===== src/rtl/axi_lite_img_loader_pkg.sv =====
// Shared definitions for the AXI-Lite image loader.
// Contents: loader FSM state enum, AXI response codes and the err_idx
// value that marks a failure of the final control-register write.
package axi_lite_img_loader_pkg;

    typedef enum logic [3:0] {
        IDLE,
        WADDR,
        WRESP,
        RADDR,
        RDATA,
        CADDR,
        CRESP,
        DONE,
        ERR
    } state_t;

    localparam logic [1:0]  OKAY         = 2'b00;
    localparam logic [1:0]  SLVERR       = 2'b10;
    localparam logic [11:0] ERR_IDX_CTRL = 12'hFFF;

endpackage


===== src/rtl/axi_lite_wr_chan.sv =====
// Single AXI-Lite write transaction engine (AW + W + B).
// Ports:
//   i_clk, i_rstn             clock, synchronous active-low reset
//   i_start, i_addr, i_data   launch one write (accepted only when idle)
//   o_addr_done               AW and W both complete this cycle (comb.)
//   o_bdone, o_bresp          B handshake this cycle and its response
//   o_aw*/i_awready, o_w*/i_wready, i_b*/o_bready   AXI-Lite write channels
module axi_lite_wr_chan #(
    parameter int ADDR_WIDTH = 14
) (
    input  logic                  i_clk,
    input  logic                  i_rstn,
    input  logic                  i_start,
    input  logic [ADDR_WIDTH-1:0] i_addr,
    input  logic [31:0]           i_data,
    output logic                  o_addr_done,
    output logic                  o_bdone,
    output logic [1:0]            o_bresp,
    output logic [ADDR_WIDTH-1:0] o_awaddr,
    output logic                  o_awvalid,
    input  logic                  i_awready,
    output logic [31:0]           o_wdata,
    output logic [3:0]            o_wstrb,
    output logic                  o_wvalid,
    input  logic                  i_wready,
    input  logic [1:0]            i_bresp,
    input  logic                  i_bvalid,
    output logic                  o_bready
);

    logic                  r_active;
    logic                  r_awvalid;
    logic                  r_wvalid;
    logic                  r_bready;
    logic [ADDR_WIDTH-1:0] r_awaddr;
    logic [31:0]           r_wdata;

    // Each channel counts as finished once its VALID has dropped or it is
    // handshaking right now; the pair may finish together or in any order.
    assign o_addr_done = r_active && (!r_awvalid || i_awready) && (!r_wvalid || i_wready);
    assign o_bdone     = r_bready && i_bvalid;
    assign o_bresp     = i_bresp;

    assign o_awaddr  = r_awaddr;
    assign o_awvalid = r_awvalid;
    assign o_wdata   = r_wdata;
    assign o_wstrb   = 4'hF;
    assign o_wvalid  = r_wvalid;
    assign o_bready  = r_bready;

    always_ff @(posedge i_clk) begin
        if (!i_rstn) begin
            r_active  <= 1'b0;
            r_awvalid <= 1'b0;
            r_wvalid  <= 1'b0;
            r_bready  <= 1'b0;
            r_awaddr  <= '0;
            r_wdata   <= '0;
        end else if (i_start && !r_active && !r_bready) begin
            r_active  <= 1'b1;
            r_awvalid <= 1'b1;
            r_wvalid  <= 1'b1;
            r_awaddr  <= i_addr;
            r_wdata   <= i_data;
        end else begin
            if (r_awvalid && i_awready) r_awvalid <= 1'b0;
            if (r_wvalid && i_wready)   r_wvalid  <= 1'b0;
            if (o_addr_done) begin
                r_active <= 1'b0;
                r_bready <= 1'b1;
            end
            if (r_bready && i_bvalid) r_bready <= 1'b0;
        end
    end

endmodule


===== src/rtl/axi_lite_img_loader.sv =====
// Loads an image word stream into memory over AXI-Lite, optionally reads it
// back and compares XOR checksums, then writes the CPU-release control word.
// Ports:
//   M_AXI_ACLK, M_AXI_ARESETN   clock, synchronous active-low reset
//   start, word_cnt             begin a load of word_cnt words
//   img_data/img_valid/img_ready  image word stream (valid/ready)
//   M_AXI_*                     AXI-Lite master (AW, W, B, AR, R)
//   busy, done, err, err_idx    status; err is sticky until reset
module axi_lite_img_loader
    import axi_lite_img_loader_pkg::*;
#(
    parameter int                    ADDR_WIDTH = 14,
    parameter logic [ADDR_WIDTH-1:0] BASE_ADDR  = 14'h0000,
    parameter logic [ADDR_WIDTH-1:0] CTRL_ADDR  = 14'h3000,
    parameter logic [31:0]           CTRL_RUN   = 32'h0,
    parameter bit                    VERIFY     = 1'b1
) (
    input  logic                  M_AXI_ACLK,
    input  logic                  M_AXI_ARESETN,
    input  logic                  start,
    input  logic [11:0]           word_cnt,
    input  logic [31:0]           img_data,
    input  logic                  img_valid,
    output logic                  img_ready,
    output logic [ADDR_WIDTH-1:0] M_AXI_AWADDR,
    output logic                  M_AXI_AWVALID,
    input  logic                  M_AXI_AWREADY,
    output logic [31:0]           M_AXI_WDATA,
    output logic [3:0]            M_AXI_WSTRB,
    output logic                  M_AXI_WVALID,
    input  logic                  M_AXI_WREADY,
    input  logic [1:0]            M_AXI_BRESP,
    input  logic                  M_AXI_BVALID,
    output logic                  M_AXI_BREADY,
    output logic [ADDR_WIDTH-1:0] M_AXI_ARADDR,
    output logic                  M_AXI_ARVALID,
    input  logic                  M_AXI_ARREADY,
    input  logic [31:0]           M_AXI_RDATA,
    input  logic [1:0]            M_AXI_RRESP,
    input  logic                  M_AXI_RVALID,
    output logic                  M_AXI_RREADY,
    output logic                  busy,
    output logic                  done,
    output logic                  err,
    output logic [11:0]           err_idx
);

    state_t                r_state;
    logic [11:0]           r_cnt;
    logic [11:0]           r_idx;
    logic [11:0]           r_acc;     // words taken from the stream so far
    logic                  r_dfull;
    logic [31:0]           r_data;
    logic                  r_issued;  // current write already handed to the channel
    logic [31:0]           r_wsum;
    logic [31:0]           r_rsum;
    logic [11:0]           r_err_idx;
    logic                  r_arvalid;
    logic [ADDR_WIDTH-1:0] r_araddr;
    logic                  r_rready;

    logic                  w_img_accept;
    logic                  w_wr_start;
    logic [ADDR_WIDTH-1:0] w_wr_addr;
    logic [31:0]           w_wr_data;
    logic                  w_addr_done;
    logic                  w_bdone;
    logic [1:0]            w_bresp;
    logic [11:0]           w_idx_nxt;

    function automatic logic [ADDR_WIDTH-1:0] word_addr(input logic [11:0] i_idx);
        return BASE_ADDR + ADDR_WIDTH'({i_idx, 2'b00});
    endfunction

    assign w_idx_nxt    = r_idx + 12'd1;
    assign img_ready    = !r_dfull && (r_state == WADDR || r_state == WRESP) && (r_acc < r_cnt);
    assign w_img_accept = img_valid && img_ready;
    assign w_wr_start   = !r_issued && ((r_state == WADDR && r_dfull) || r_state == CADDR);
    assign w_wr_addr    = (r_state == CADDR) ? CTRL_ADDR : word_addr(r_idx);
    assign w_wr_data    = (r_state == CADDR) ? CTRL_RUN : r_data;

    assign M_AXI_ARVALID = r_arvalid;
    assign M_AXI_ARADDR  = r_araddr;
    assign M_AXI_RREADY  = r_rready;
    assign busy    = !(r_state == IDLE || r_state == DONE || r_state == ERR);
    assign done    = (r_state == DONE);
    assign err     = (r_state == ERR);
    assign err_idx = r_err_idx;

    axi_lite_wr_chan #(.ADDR_WIDTH(ADDR_WIDTH)) u_wr_chan (
        .i_clk       (M_AXI_ACLK),
        .i_rstn      (M_AXI_ARESETN),
        .i_start     (w_wr_start),
        .i_addr      (w_wr_addr),
        .i_data      (w_wr_data),
        .o_addr_done (w_addr_done),
        .o_bdone     (w_bdone),
        .o_bresp     (w_bresp),
        .o_awaddr    (M_AXI_AWADDR),
        .o_awvalid   (M_AXI_AWVALID),
        .i_awready   (M_AXI_AWREADY),
        .o_wdata     (M_AXI_WDATA),
        .o_wstrb     (M_AXI_WSTRB),
        .o_wvalid    (M_AXI_WVALID),
        .i_wready    (M_AXI_WREADY),
        .i_bresp     (M_AXI_BRESP),
        .i_bvalid    (M_AXI_BVALID),
        .o_bready    (M_AXI_BREADY)
    );

    always_ff @(posedge M_AXI_ACLK) begin
        if (!M_AXI_ARESETN) begin
            r_state   <= IDLE;
            r_cnt     <= '0;
            r_idx     <= '0;
            r_acc     <= '0;
            r_dfull   <= 1'b0;
            r_data    <= '0;
            r_issued  <= 1'b0;
            r_wsum    <= '0;
            r_rsum    <= '0;
            r_err_idx <= '0;
            r_arvalid <= 1'b0;
            r_araddr  <= '0;
            r_rready  <= 1'b0;
        end else begin
            // Stream intake runs alongside the write of the previous word.
            if (w_img_accept) begin
                r_data  <= img_data;
                r_dfull <= 1'b1;
                r_acc   <= r_acc + 12'd1;
            end
            if (w_wr_start) r_issued <= 1'b1;

            case (r_state)
                IDLE: begin
                    if (start) begin
                        r_cnt    <= word_cnt;
                        r_idx    <= '0;
                        r_acc    <= '0;
                        r_dfull  <= 1'b0;
                        r_issued <= 1'b0;
                        r_wsum   <= '0;
                        r_rsum   <= '0;
                        r_state  <= (word_cnt != 12'd0) ? WADDR : CADDR;
                    end
                end
                WADDR: begin
                    if (w_wr_start) begin
                        r_dfull <= 1'b0;
                        r_wsum  <= r_wsum ^ r_data;
                    end
                    if (w_addr_done) begin
                        r_issued <= 1'b0;
                        r_state  <= WRESP;
                    end
                end
                WRESP: begin
                    if (w_bdone) begin
                        if (w_bresp != OKAY) begin
                            r_err_idx <= r_idx;
                            r_state   <= ERR;
                        end else if (w_idx_nxt == r_cnt) begin
                            if (VERIFY) begin
                                r_idx     <= '0;
                                r_arvalid <= 1'b1;
                                r_araddr  <= word_addr(12'd0);
                                r_state   <= RADDR;
                            end else begin
                                r_state <= CADDR;
                            end
                        end else begin
                            r_idx   <= w_idx_nxt;
                            r_state <= WADDR;
                        end
                    end
                end
                RADDR: begin
                    if (M_AXI_ARREADY) begin
                        r_arvalid <= 1'b0;
                        r_rready  <= 1'b1;
                        r_state   <= RDATA;
                    end
                end
                RDATA: begin
                    if (M_AXI_RVALID) begin
                        r_rready <= 1'b0;
                        r_rsum   <= r_rsum ^ M_AXI_RDATA;
                        if (M_AXI_RRESP != OKAY) begin
                            r_err_idx <= r_idx;
                            r_state   <= ERR;
                        end else if (w_idx_nxt == r_cnt) begin
                            // Last word: include it in the sum before comparing.
                            if ((r_rsum ^ M_AXI_RDATA) != r_wsum) begin
                                r_err_idx <= r_cnt;
                                r_state   <= ERR;
                            end else begin
                                r_state <= CADDR;
                            end
                        end else begin
                            r_idx     <= w_idx_nxt;
                            r_arvalid <= 1'b1;
                            r_araddr  <= word_addr(w_idx_nxt);
                            r_state   <= RADDR;
                        end
                    end
                end
                CADDR: begin
                    if (w_addr_done) begin
                        r_issued <= 1'b0;
                        r_state  <= CRESP;
                    end
                end
                CRESP: begin
                    if (w_bdone) begin
                        if (w_bresp != OKAY) begin
                            r_err_idx <= ERR_IDX_CTRL;
                            r_state   <= ERR;
                        end else begin
                            r_state <= DONE;
                        end
                    end
                end
                DONE:    r_state <= IDLE;
                ERR:     r_state <= ERR;
                default: r_state <= IDLE;
            endcase
        end
    end

endmodule


===== config.mk =====
export PLATFORM = sky130hd
export DESIGN_NAME = axi_lite_img_loader
export DESIGN_NICKNAME = d
export VERILOG_FILES = /design/src/rtl/axi_lite_img_loader_pkg.sv /design/src/rtl/axi_lite_wr_chan.sv /design/src/rtl/axi_lite_img_loader.sv
export SDC_FILE = /design/constraint.sdc
export NUM_CORES = 1
export LEC_CHECK = 0
export BUFFER_PORTS_ARGS = -buffer_cell sky130_fd_sc_hd__buf_4
export CORE_ASPECT_RATIO = 1.4
export CORE_MARGIN = 4
export CORE_UTILIZATION = 49
export CTS_BUF_LIST = sky130_fd_sc_hd__clkbuf_8
export CTS_CLUSTER_DIAMETER = 50
export CTS_CLUSTER_SIZE = 14
export DETAILED_ROUTE_END_ITERATION = 12
export HOLD_SLACK_MARGIN = 0.08
export PLACE_DENSITY = 0.83
export SLEW_MARGIN = 10
export SYNTH_ARGS = -nofsm -noshare
export SYNTH_HDL_FRONTEND = slang
export SYNTH_SLANG_ARGS = --single-unit

===== constraint.sdc =====
create_clock -name M_AXI_ACLK -period 2.7 [get_ports M_AXI_ACLK]
set_input_delay 0 -clock M_AXI_ACLK [delete_from_list [all_inputs] [get_ports M_AXI_ACLK]]
set_output_delay 0 -clock M_AXI_ACLK [all_outputs]
set_load 0.005 [all_outputs]

==> results.sh <==
export IMPL_outcome="finished clean"
export IMPL_ys_flop_type="dfxtp_1"
export IMPL_synth_area_sq_um=10100
export IMPL_die_area_sq_um=23100
export IMPL_drtIter0Drc=676
export IMPL_grt_pass1_wl_mm=51.9
export IMPL_p_leak_nw=5.34
export IMPL_drc=0
export IMPL_cpLargestDelayFamily="simple AND/OR/NAND/NOR gates"
export IMPL_vias=10300
export IMPL_die_h_microns=178
export IMPL_slew_violations=0
export IMPL_gr_usage_met3=0.0371
export IMPL_p_per_area_nw_per_um2=543
export IMPL_yosys_top_cells_area="dfxtp_1 42%, nand2_1 7.6%, a21oi_1 5.8%"
export IMPL_worstPathCellList="ha_4 > and4_1 > o31ai_2 > o311ai_2 > or4b_4 > nor4_4 > buf_6 > o211ai_4 > clkbuf_16 > nand3_2 > o21ai_1"
export IMPL_cp_max_fo=11
export IMPL_path_buf_inv=2
export IMPL_crit_path_start_kind="flip-flop"
export IMPL_max_stage_delay_ps=550
export IMPL_cts_tree="yes"
export IMPL_post_drt_via_cell_ratio=5.67
export IMPL_synth_yosys_seq_area_share=0.419
export IMPL_rrSetupSlack_ps=30
export IMPL_core_sq_um=20400
export IMPL_final_period_utilization=0.988
export IMPL_holdPathStages=4
export IMPL_cts_made_buffers=22
export IMPL_area_growth_pct=33.4
export IMPL_fillers=1652
export IMPL_syn_area_per_cell_sq_um=7.90
export IMPL_hold_class="input port to flip-flop"
export IMPL_hold_end="r_data[20]"
export IMPL_cts_clk_slew_worst_paths_ps=90
export IMPL_cts_sink_count=212
export IMPL_synth_cells=1282
export IMPL_regArea_sq_um=4250
export IMPL_peakVddDrop_v=0.000459
export IMPL_final_hold_viol_count=0
export IMPL_start_util=0.496
export IMPL_timing_critical_path_to_type="flip-flop"
export IMPL_rr_startpoint="r_idx[1]"
export IMPL_reg2reg_to="err_idx[1]"
export IMPL_hpwl_mm=22.3
export IMPL_grt_pass1_vias=10200
export IMPL_portBuffers=165
export IMPL_ys_async_sr_fraction=0
export IMPL_critPathRequiredTime_ps=3130
export IMPL_multi_input_area_sq_um=5540
export IMPL_crit_slowest_cell="or4b_4"
export IMPL_synth_area_leader_cell="dfxtp_1"
export IMPL_wl_mm=33.7
export IMPL_arrival_ps=3090
export IMPL_clock_latency_ps=560
export IMPL_ant_nets=0
export IMPL_rsz0062_at_grt="true"
export IMPL_min_period_ps=2670
export IMPL_rows=62
export IMPL_yosysWarnings=0
export IMPL_ys_types=66
export IMPL_setup_viol=0
export IMPL_max_cap_violations=0
export IMPL_worst_clock_skew_ps=40.7
export IMPL_routedWlPerCell_microns=18.6
export IMPL_cts_htree_levels=1
export IMPL_antenna_found_initial=0
export IMPL_min_delay_start="img_data[20]"
export IMPL_grt_util_met2=0.518
export IMPL_tightest_slew_ps=692
export IMPL_fin_total_pwr_mw=7.34
export IMPL_reg2regPathDepth=11
export IMPL_io_pins=174
export IMPL_grt_ovfl_total=0
export IMPL_dr_pass1_iters=5
export IMPL_worstSetupPathType="flip-flop to flip-flop"
export IMPL_synth_edf_count=0
export IMPL_fin_setup_tns_ps=0
export IMPL_max_freq_mhz=375
export IMPL_dieWidth_microns=130
export IMPL_antenna_cells=0
export IMPL_nets=1653
export IMPL_slew_limit_headroom=0.539
export IMPL_top_usage_layer="met2"
export IMPL_cts_root_buf="clkbuf_8"
export IMPL_drive_above_1_share=0.201
export IMPL_ys_ff_latch=212
export IMPL_yosysTopAreaCellShare=0.419
export IMPL_grt_max_degree=60
export IMPL_gr_usage_all_layers=0.279
export IMPL_use_met1=0.310
export IMPL_clk_path_buf_depth=3
export IMPL_gp_congestion=0.983
[sequential cells by signal, indices dropped and copies added, names as in the netlist]
name	flops
err_idx	12
r_cnt	12
r_issued	1
r_dfull	1
r_data	32
u_wr_chan.o_wdata	32
r_rsum	32
M_AXI_ARVALID	1
M_AXI_RREADY	1
u_wr_chan.r_active	1
r_state	4
u_wr_chan.o_awaddr	12
M_AXI_ARADDR	12
u_wr_chan.o_awvalid	1
r_wsum	32
r_idx	12
u_wr_chan.o_bready	1
u_wr_chan.o_wvalid	1
r_acc	12
[layout make-up]
class,count,share of cell area
multi-input combinational,955,0.410
sequential,212,0.315
timing repair buffer,335,0.215
clock buffer,24,0.0244
tap,256,0.0237
inverter,25,0.00704
clock inverter,9,0.00556
[synthesized netlist by cell type, types with 5 or more instances]
master / count
dfxtp_1: 212
nand2_1: 204
a21oi_1: 117
nand3_1: 107
o21ai_0: 100
nor2_1: 96
clkbuf_1: 78
xor2_1: 66
xnor2_1: 41
nand3b_1: 34
inv_1: 24
nand4_1: 18
nor3_1: 17
nand2b_1: 16
o211ai_1: 15
ha_1: 13
a21o_1: 11
buf_4: 10
or2_2: 8
nor4_1: 7
or3_1: 7
a211oi_1: 5
and4_1: 5
[through the flow]
| stage | area (sq um) | worst slack [ps] | utilization | cells | hold slack [ps] |
|---|---|---|---|---|---|
| 3_5_place_dp | 11900 | -23.6 | 0.583 | 1675 | 264 |
| 5_1_grt | 13500 | -68.4 | 0.662 | 1816 | 256 |
| 4_1_cts | 13300 | 13.7 | 0.652 | 1808 | 223 |
| 6_report | 13500 | 32.3 | 0.662 | 1816 | 249 |
| 2_1_floorplan | 10200 | 42.5 | - | 1288 | 136 |
| 3_3_place_gp | 11900 | 14.5 | 0.583 | 1675 | 254 |
[layout by cell type, fill, tap and decap left out, types with 4 or more instances in the layout]
cell / instances
nand3_2: 10
or2_2: 8
nand4_1: 18
xnor2_1: 41
dfxtp_2: 6
o21ai_1: 11
or3_1: 7
nor4_1: 5
dfxtp_1: 206
dlygate4sd3_1: 99
nand2_1: 204
nand2b_1: 16
xnor3_1: 4
buf_12: 8
a21oi_1: 117
nor3_1: 17
a21o_1: 11
buf_4: 224
o211ai_1: 15
o21ai_0: 90
xor2_1: 66
nand3_1: 97
conb_1: 8
and4_1: 5
nor2_1: 94
a211oi_1: 5
nand3b_1: 34
clkbuf_8: 24
ha_1: 12
inv_1: 24
and3_1: 4
[worst max path at each step]
| stage | start | to | slack [ps] | cells after the start |
|---|---|---|---|---|
| finish | r_idx[1] | err_idx[1] | 30 | 11 |
| global route | r_idx[1] | M_AXI_ARADDR[9] | -70 | 12 |
| CTS | r_idx[0] | r_idx[0] | 10 | 11 |
| detailed placement | r_idx[0] | r_idx[5] | -20 | 11 |
| global placement | r_idx[0] | r_idx[0] | 10 | 11 |
| floorplan | r_idx[1] | r_idx[0] | 40 | 10 |
[routing by layer]
metal / up-vias / share of wire
met5: - / 0
met4: 0 / 0.052
met3: 116 / 0.055
met2: 384 / 0.53
met1: 4885 / 0.37
li1: 4915 / -
[worst min-delay path: stages]
cell           delay [ps]
dlygate4sd3_1         520
buf_4                 100
nand2_1                40
o21ai_0               120
[cells by family (layout without fill, tap and decap cells)]
logic type | after synthesis | in the layout | synth area share
other | 2 | 8 | 0.000742
multiplexers | 3 | 3 | 0.00321
buffers and inverters | 121 | 393 | 0.0497
adder cells (fa/ha/maj) | 13 | 13 | 0.0161
AND/OR/NAND/NOR | 538 | 538 | 0.252
XOR/XNOR | 111 | 111 | 0.101
AO/OA/AOI/OAI | 282 | 282 | 0.158
flip-flops | 212 | 212 | 0.419
[power by group]
| part | leakage (nW) | internal (mW) | switching, mW |
|---|---|---|---|
| combinational | 3.42 | 0.751 | 1.06 |
| clock | 0.206 | 0.845 | 1.22 |
| sequential | 1.71 | 3.29 | 0.173 |
[repair_timing]
action / CTS / global route
setup buffers: 1 / 6
pin swaps: 0 / 4
hold endpoints to repair: 107 / 0
gates cloned: 0 / 2
setup endpoints to repair: 17 / 43
resized for setup: 2 / 35
hold buffers: 99 / 0
No activity file was read; power rests on OpenSTA's default activity.
